===== config.mk =====
export PLATFORM = sky130hd
export DESIGN_NAME = rr_arbiter4_32bit_flat
export DESIGN_NICKNAME = d
export VERILOG_FILES = /design/src/rtl/rr_arbiter4_32bit_pkg.sv /design/src/rtl/rr_arbiter4_32bit_if.sv /design/src/rtl/rr_arbiter4_32bit_mux.sv /design/src/rtl/rr_arbiter4_32bit_pick.sv /design/src/rtl/rr_arbiter4_32bit.sv /design/src/flat_wrapper.sv
export SDC_FILE = /design/constraint.sdc
export NUM_CORES = 1
export LEC_CHECK = 0
export CELL_PAD_IN_SITES_DETAIL_PLACEMENT = 1
export CELL_PAD_IN_SITES_GLOBAL_PLACEMENT = 2
export CORE_MARGIN = 2
export CORE_UTILIZATION = 18
export CTS_CLUSTER_DIAMETER = 150
export DETAILED_ROUTE_END_ITERATION = 10
export GPL_ROUTABILITY_DRIVEN = 0
export PLACE_DENSITY_LB_ADDON = 0.1
export SYNTH_ARGS = -nofsm -noshare
export SYNTH_HDL_FRONTEND = slang
export SYNTH_SLANG_ARGS = --single-unit

===== constraint.sdc =====
create_clock -name clk -period 2.1 [get_ports clk]
set_input_delay 0.42 -clock clk [delete_from_list [all_inputs] [get_ports clk]]
set_output_delay 0.42 -clock clk [all_outputs]
set_load 0.05 [all_outputs]

===== src/rtl/rr_arbiter4_32bit_pkg.sv =====
// rr_arbiter4_32bit_pkg: shared widths, requester count, FSM states and grant decode.
package rr_arbiter4_32bit_pkg;
  localparam int WIDTH_DEF = 32;
  localparam int NUM_REQ = 4;
  typedef enum logic {IDLE = 1'b0, FULL = 1'b1} state_t;
  function automatic logic [NUM_REQ-1:0] onehot4(input logic [1:0] idx);
    return NUM_REQ'(1) << idx;
  endfunction
endpackage


===== src/rtl/rr_arbiter4_32bit_if.sv =====
// rr_arbiter4_32bit_if: four requester words in, one registered word out with valid/ready.
interface rr_arbiter4_32bit_if import rr_arbiter4_32bit_pkg::*; #(parameter int WIDTH = WIDTH_DEF);
  logic [NUM_REQ-1:0] req;
  logic [NUM_REQ-1:0] ack;
  logic [WIDTH-1:0] in1, in2, in3, in4, out;
  logic out_valid, out_ready;
  logic [1:0] sel;
  modport master (output req, in1, in2, in3, in4, out_ready, input ack, out, out_valid, sel);
  modport slave (input req, in1, in2, in3, in4, out_ready, output ack, out, out_valid, sel);
endinterface


===== src/rtl/rr_arbiter4_32bit_mux.sv =====
// mux4to1_32bit: 4:1 data word select.
module mux4to1_32bit #(parameter int WIDTH = 32) (
  input  logic [1:0]       i_sel,
  input  logic [WIDTH-1:0] i_d0,
  input  logic [WIDTH-1:0] i_d1,
  input  logic [WIDTH-1:0] i_d2,
  input  logic [WIDTH-1:0] i_d3,
  output logic [WIDTH-1:0] o_y
);
  assign o_y = i_sel[1] ? (i_sel[0] ? i_d3 : i_d2) : (i_sel[0] ? i_d1 : i_d0);
endmodule


===== src/rtl/rr_arbiter4_32bit_pick.sv =====
// rr_pick4: first set request searching last+1, last+2, last+3, last (mod 4).
module rr_pick4 import rr_arbiter4_32bit_pkg::*; (
  input  logic [NUM_REQ-1:0] i_req,
  input  logic [1:0]         i_last,
  output logic [1:0]         o_gnt_idx,
  output logic               o_any
);
  always_comb begin
    o_gnt_idx = i_last;
    for (int k = NUM_REQ; k >= 1; k--)
      if (i_req[i_last + 2'(k)]) o_gnt_idx = i_last + 2'(k);
  end
  assign o_any = |i_req;
endmodule


===== src/rtl/rr_arbiter4_32bit.sv =====
// rr_arbiter4_32bit: round-robin 4:1 arbiter with one-entry registered output.
// Define ARB_BURST_EN to let a requester keep the grant for up to BURST_LEN loads.
module rr_arbiter4_32bit import rr_arbiter4_32bit_pkg::*; #(
  parameter int WIDTH = WIDTH_DEF
`ifdef ARB_BURST_EN
  , parameter int BURST_LEN = 4
`endif
) (
  input logic clk,
  input logic reset,
  rr_arbiter4_32bit_if.slave bus
);
  state_t r_state, w_state_nx;
  logic [WIDTH-1:0] r_out, w_mux;
  logic [1:0] r_sel, r_last, w_pick, w_gnt;
  logic w_any, w_load;
  rr_pick4 u_pick (.i_req(bus.req), .i_last(r_last), .o_gnt_idx(w_pick), .o_any(w_any));
  mux4to1_32bit #(.WIDTH(WIDTH)) u_mux (
    .i_sel(w_gnt), .i_d0(bus.in1), .i_d1(bus.in2), .i_d2(bus.in3), .i_d3(bus.in4), .o_y(w_mux)
  );
  // Reset gating keeps ack low in the cycle a transfer is aborted.
  assign w_load = w_any && (r_state == IDLE || bus.out_ready) && !reset;
`ifdef ARB_BURST_EN
  localparam int CW = BURST_LEN > 1 ? $clog2(BURST_LEN) : 1;
  logic [CW-1:0] r_burst_cnt;
  logic w_burst;
  assign w_burst = bus.req[r_last] && int'(r_burst_cnt) < BURST_LEN - 1;
  assign w_gnt = w_burst ? r_last : w_pick;
  always_ff @(posedge clk)
    if (reset) r_burst_cnt <= '0;
    else if (w_load) r_burst_cnt <= w_burst ? r_burst_cnt + 1'b1 : '0;
`else
  assign w_gnt = w_pick;
`endif
  always_comb w_state_nx = w_load ? FULL : (bus.out_ready ? IDLE : r_state);
  always_ff @(posedge clk) begin
    if (reset) begin
      r_state <= IDLE;
      r_out <= '0;
      r_sel <= 2'd0;
      r_last <= 2'd3;
    end else begin
      r_state <= w_state_nx;
      if (w_load) begin
        r_out <= w_mux;
        r_sel <= w_gnt;
        r_last <= w_gnt;
      end
    end
  end
  assign bus.ack = w_load ? onehot4(w_gnt) : '0;
  assign bus.out = r_out;
  assign bus.out_valid = r_state == FULL;
  assign bus.sel = r_sel;
endmodule


===== src/flat_wrapper.sv =====
// flat-port wrapper written by rule: the top's interface ports become plain ports
module rr_arbiter4_32bit_flat import rr_arbiter4_32bit_pkg::*;
#(
  parameter int WIDTH = WIDTH_DEF

)
  (clk, reset, bus_req, bus_in1, bus_in2, bus_in3, bus_in4, bus_out_ready, bus_ack, bus_out, bus_out_valid, bus_sel);
  rr_arbiter4_32bit_if #(.WIDTH(WIDTH)) bus_i ();
  input logic clk;
  input logic reset;
  input wire logic [$bits(bus_i.req)-1:0] bus_req;
  input wire logic [$bits(bus_i.in1)-1:0] bus_in1;
  input wire logic [$bits(bus_i.in2)-1:0] bus_in2;
  input wire logic [$bits(bus_i.in3)-1:0] bus_in3;
  input wire logic [$bits(bus_i.in4)-1:0] bus_in4;
  input wire logic [$bits(bus_i.out_ready)-1:0] bus_out_ready;
  output wire logic [$bits(bus_i.ack)-1:0] bus_ack;
  output wire logic [$bits(bus_i.out)-1:0] bus_out;
  output wire logic [$bits(bus_i.out_valid)-1:0] bus_out_valid;
  output wire logic [$bits(bus_i.sel)-1:0] bus_sel;
  assign bus_i.req = bus_req;
  assign bus_i.in1 = bus_in1;
  assign bus_i.in2 = bus_in2;
  assign bus_i.in3 = bus_in3;
  assign bus_i.in4 = bus_in4;
  assign bus_i.out_ready = bus_out_ready;
  assign bus_ack = bus_i.ack;
  assign bus_out = bus_i.out;
  assign bus_out_valid = bus_i.out_valid;
  assign bus_sel = bus_i.sel;
  rr_arbiter4_32bit #(.WIDTH(WIDTH)) u_core (.clk(clk), .reset(reset), .bus(bus_i));
endmodule

==> tab_implementation.tex <==
\begin{tabular}{lr}
\hline
Metric & Value \\
\hline
\multicolumn{2}{l}{\textbf{Floorplan}} \\
Num ports & 174 \\
Std cell rows & 42 \\
Floorplan Core Area & $\sim$13000 um2 \\
Total Die Area & roughly 15000 um2 \\
Die H & 121 um \\
Horizontal extent of the die & approximately 120 um \\
Effective utilization at floorplan & 0.185 \\
\multicolumn{2}{l}{\textbf{Critical path}} \\
Slowest stage cell, crit path & sky130\_fd\_sc\_hd\_\_dfxtp\_4 \\
Crit-path most repeated cell & sky130\_fd\_sc\_hd\_\_buf\_12 \\
Startpoint-to-endpoint class of the critical path & flop to output port \\
Delay of the slowest critical-path stage & just under 0.4 ns \\
Worst EP arrival & approximately 1.7 ns \\
Maximum net fanout on the critical path & 8 \\
Cell depth of the worst flop-to-flop path & 9 \\
Worst Path Required & 1.68 ns \\
Startpoint type of the worst setup path & flop \\
Sort of element at the end of the critical path & output port \\
Cell Chain, Critical Path & mux2i\_2 -> nor2\_2 -> nor3\_4 -> buf\_12 -> and3\_4 -> buf\_12 \\
\multicolumn{2}{l}{\textbf{Flow run}} \\
Maxcap violations & 0 \\
\multicolumn{2}{l}{\textbf{Yosys}} \\
Share of synthesized area occupied by flip-flops and latches & 0.303 \\
Summed instance area of the synthesized netlist & 2450 um2 \\
Yosys cell types & 26 \\
Dominant synthesized flop cell & sky130\_fd\_sc\_hd\_\_dfxtp\_1 \\
Async set-or-reset flop fraction in the synthesized netlist & 0 \\
Count of flip-flops with a built-in enable after synthesis & 0 \\
Post-synthesis xor/xnor area fraction & 0 \\
Warnings from Yosys & 0 \\
Count of state elements after synthesis & 37 \\
Share of synthesized area spent on multiplexers & 0.282 \\
Adder and majority gate portion of the synthesized area & 0 \\
Main area contributors after synthesis & sky130\_fd\_sc\_hd\_\_dfxtp\_1 30\%, sky130\_fd\_sc\_hd\_\_mux2\_2 14\%, sky130\_fd\_sc\_hd\_\_mux2i\_1 14\%, sky130\_fd\_sc\_hd\_\_nand3\_1 13\%, sky130\_fd\_sc\_hd\_\_o211ai\_1 9.5\% \\
Mapped Avg Cell Area & $\sim$8.5 um2 \\
Number of cells produced by synthesis & $\sim$290 \\
Compound-Gate Fraction of Synth Area & 0.113 \\
Synthesized Nets & between 400 and 500 \\
Area fraction in and, or, nand and nor cells after synthesis & 0.238 \\
Cell type with the highest aggregate area in the netlist & sky130\_fd\_sc\_hd\_\_dfxtp\_1 \\
Combinational family with the most area after synthesis & multiplexers \\
Yosys top cell area share & 0.303 \\
\multicolumn{2}{l}{\textbf{Place}} \\
Total of buffers placed on input and output ports & around 170 \\
Number of placed cells counting well taps & $\sim$640 \\
Post-Place Worst Slack & -0.496 ns \\
Half-perimeter wire length after placement & roughly 8000 um \\
\multicolumn{2}{l}{\textbf{Timing}} \\
Remaining max-slew budget at the tightest pin & 0.638 \\
Number of failing setup endpoints in the final timing report & 1 \\
Final number of hold-violating endpoints & 0 \\
Final Slew Violations & 0 \\
Crit path setup slack, layout & -0.000366 ns \\
Setup repair after global routing missed its margin & yes \\
Least-Margin Pin Slew & approximately 0.54 ns \\
Highest attainable clock frequency & approximately 0.48 GHz \\
Sum Neg Setup Slack & -0.000366 ns \\
Ratio of final minimum period to clock period & 1.00 \\
Shortest period the worst path allows & between 2 and 2.5 ns \\
Final Skew & 0.00407 ns \\
\multicolumn{2}{l}{\textbf{Cells and area}} \\
Most common library cell in the layout ignoring fill and taps & sky130\_fd\_sc\_hd\_\_clkdlybuf4s50\_1 \\
Fraction of layout cells with a size suffix above 1 & 0.223 \\
Most frequent cells in the layout & 162 x sky130\_fd\_sc\_hd\_\_clkdlybuf4s50\_1, 62 x sky130\_fd\_sc\_hd\_\_nand3\_1, 35 x sky130\_fd\_sc\_hd\_\_nand2\_1 \\
\# diodes & 0 \\
Non-filler cells in the finished layout & 656 \\
Synthesis-to-layout area growth & 102\% \\
Layout Nets & 614 \\
\multicolumn{2}{l}{\textbf{Global routing}} \\
Pin count of the biggest net entering global routing & 27 \\
Number of global-route vias before repair & around 3.1k \\
Gr usage total & 0.144 \\
Antenna violations before repair & 0 \\
Wire length of the first global-routing pass & roughly 16000 um \\
Total grt overflow & 0 \\
\multicolumn{2}{l}{\textbf{Clock tree}} \\
Clock latency on the worst-skew pair & approximately 0.28 ns \\
Number of buffers added to fix hold violations after cts & 0 \\
Clk buf depth & 2 \\
Clock buffers created by TritonCTS & 5 \\
CTS sink count & 37 \\
Number of H-tree levels & 2 \\
Clock tree from TritonCTS & built \\
Clock transition time at the flip-flop clock pins of the worst setup and hold paths & around 0.060 ns \\
Buffer cell driving the clock tree root & sky130\_fd\_sc\_hd\_\_clkbuf\_16 \\
\multicolumn{2}{l}{\textbf{Routing}} \\
Via-per-instance ratio & about 4.4 \\
DRC marker count from the first detailed-route iteration & 83 \\
Residual DRC & 0 \\
Post-detailed-route count of antenna-violating nets & 0 \\
Vias after detailed routing & 2872 \\
1st-pass router iterations & 5 \\
Wire length per cell after detailed routing & $\sim$16 um \\
DRT Wirelength & around 11000 um \\
\multicolumn{2}{l}{\textbf{Power}} \\
Power after layout & 3.40 mW \\
Worst voltage drop across the vdd grid & 0.000242 V \\
Total power divided by cell area & approximately 690 nW/um2 \\
Leakage power & about 1.8 nW \\
\multicolumn{2}{l}{\textbf{Run status}} \\
Result of the run & finished, violations left \\
Violated checks & setup timing \\
\multicolumn{2}{l}{\textbf{Min path}} \\
Hold Crit Depth & 2 \\
Worst min path class & flop to flop \\
\hline
\end{tabular}
metrics by stage:
step / utilization / instance area, um2 / hold slack (ns)
floorplan: - / 2480 / 0.483
global placement: 0.348 / 4610 / 0.444
finish: 0.373 / 4940 / 0.459
global route: 0.373 / 4940 / 0.477
detailed placement: 0.348 / 4610 / 0.445
CTS: 0.372 / 4930 / 0.462
registers in the layout (all words and copies together) (netlist names):
signal / flops
u_core.bus.out: 32
u_core.r_last: 2
u_core.bus.sel: 2
u_core.bus.out_valid: 1
power breakdown:
part	total (mW)	internal (mW)	switching, mW
logic	1.75	0.826	0.920
registers	0.891	0.824	0.0674
clock network	0.767	0.436	0.330
total	3.40	2.09	1.32
cell usage after synthesis (2+ instances only):
library cell and instances:
sky130_fd_sc_hd__nor2_1 8, sky130_fd_sc_hd__dfxtp_1 37, sky130_fd_sc_hd__nor4_1 2, sky130_fd_sc_hd__clkbuf_1 2
sky130_fd_sc_hd__nor3_1 3, sky130_fd_sc_hd__mux2i_1 34, sky130_fd_sc_hd__nand2b_1 4, sky130_fd_sc_hd__buf_6 2
sky130_fd_sc_hd__buf_2 24, sky130_fd_sc_hd__nand3_1 62, sky130_fd_sc_hd__mux2_2 31, sky130_fd_sc_hd__nand2_1 35
sky130_fd_sc_hd__o211ai_1 31, sky130_fd_sc_hd__nor2b_1 2
layout make-up:
type | count | area (um2)
well taps | 176 | 220
multi-input cells | 223 | 1670
repair buffers | 212 | 2160
clock buffers | 5 | 125
clock inverters | 3 | 17.5
flip-flops and latches | 37 | 749
fillers | 1548 | 8310
cell families (layout without fill, tap and decap cells):
kind of cell | Yosys count | in the layout
AND/OR/NAND/NOR | 121 | 121
multiplexers | 65 | 65
AO/OA/AOI/OAI | 37 | 37
flip-flops | 37 | 37
buffers and inverters | 29 | 220
repair_timing:
item	CTS	global route
gates resized for setup	35	4
setup buffers	9	0
endpoints found under the setup margin	33	18
cloned	1	0
pin swaps	7	5
per-layer routing:
metal / track usage / part of all wire
met5: 0 / 0
met4: 0.0262 / 0.0063
met3: 0.0392 / 0.069
met2: 0.254 / 0.49
met1: 0.178 / 0.44
worst max-delay path: cells and delay by family, from the launching register on:
family,cells,cell delay (ns)
buf+inv,2,0.29
flops,1,0.39
simple gates,3,0.49
mux,1,0.23
final timing paths:
check | start | endpoint | slack, ns
max | u_core.r_last[1] | bus_ack[2] | -0.0004
max reg2reg | u_core.r_last[1] | u_core.bus.out[21] | 0.12
min reg2reg | u_core.bus.sel[1] | u_core.bus.sel[1] | 0.46
min | u_core.bus.sel[1] | u_core.bus.sel[1] | 0.46
Note: power is estimated with default switching activity, not from simulation.
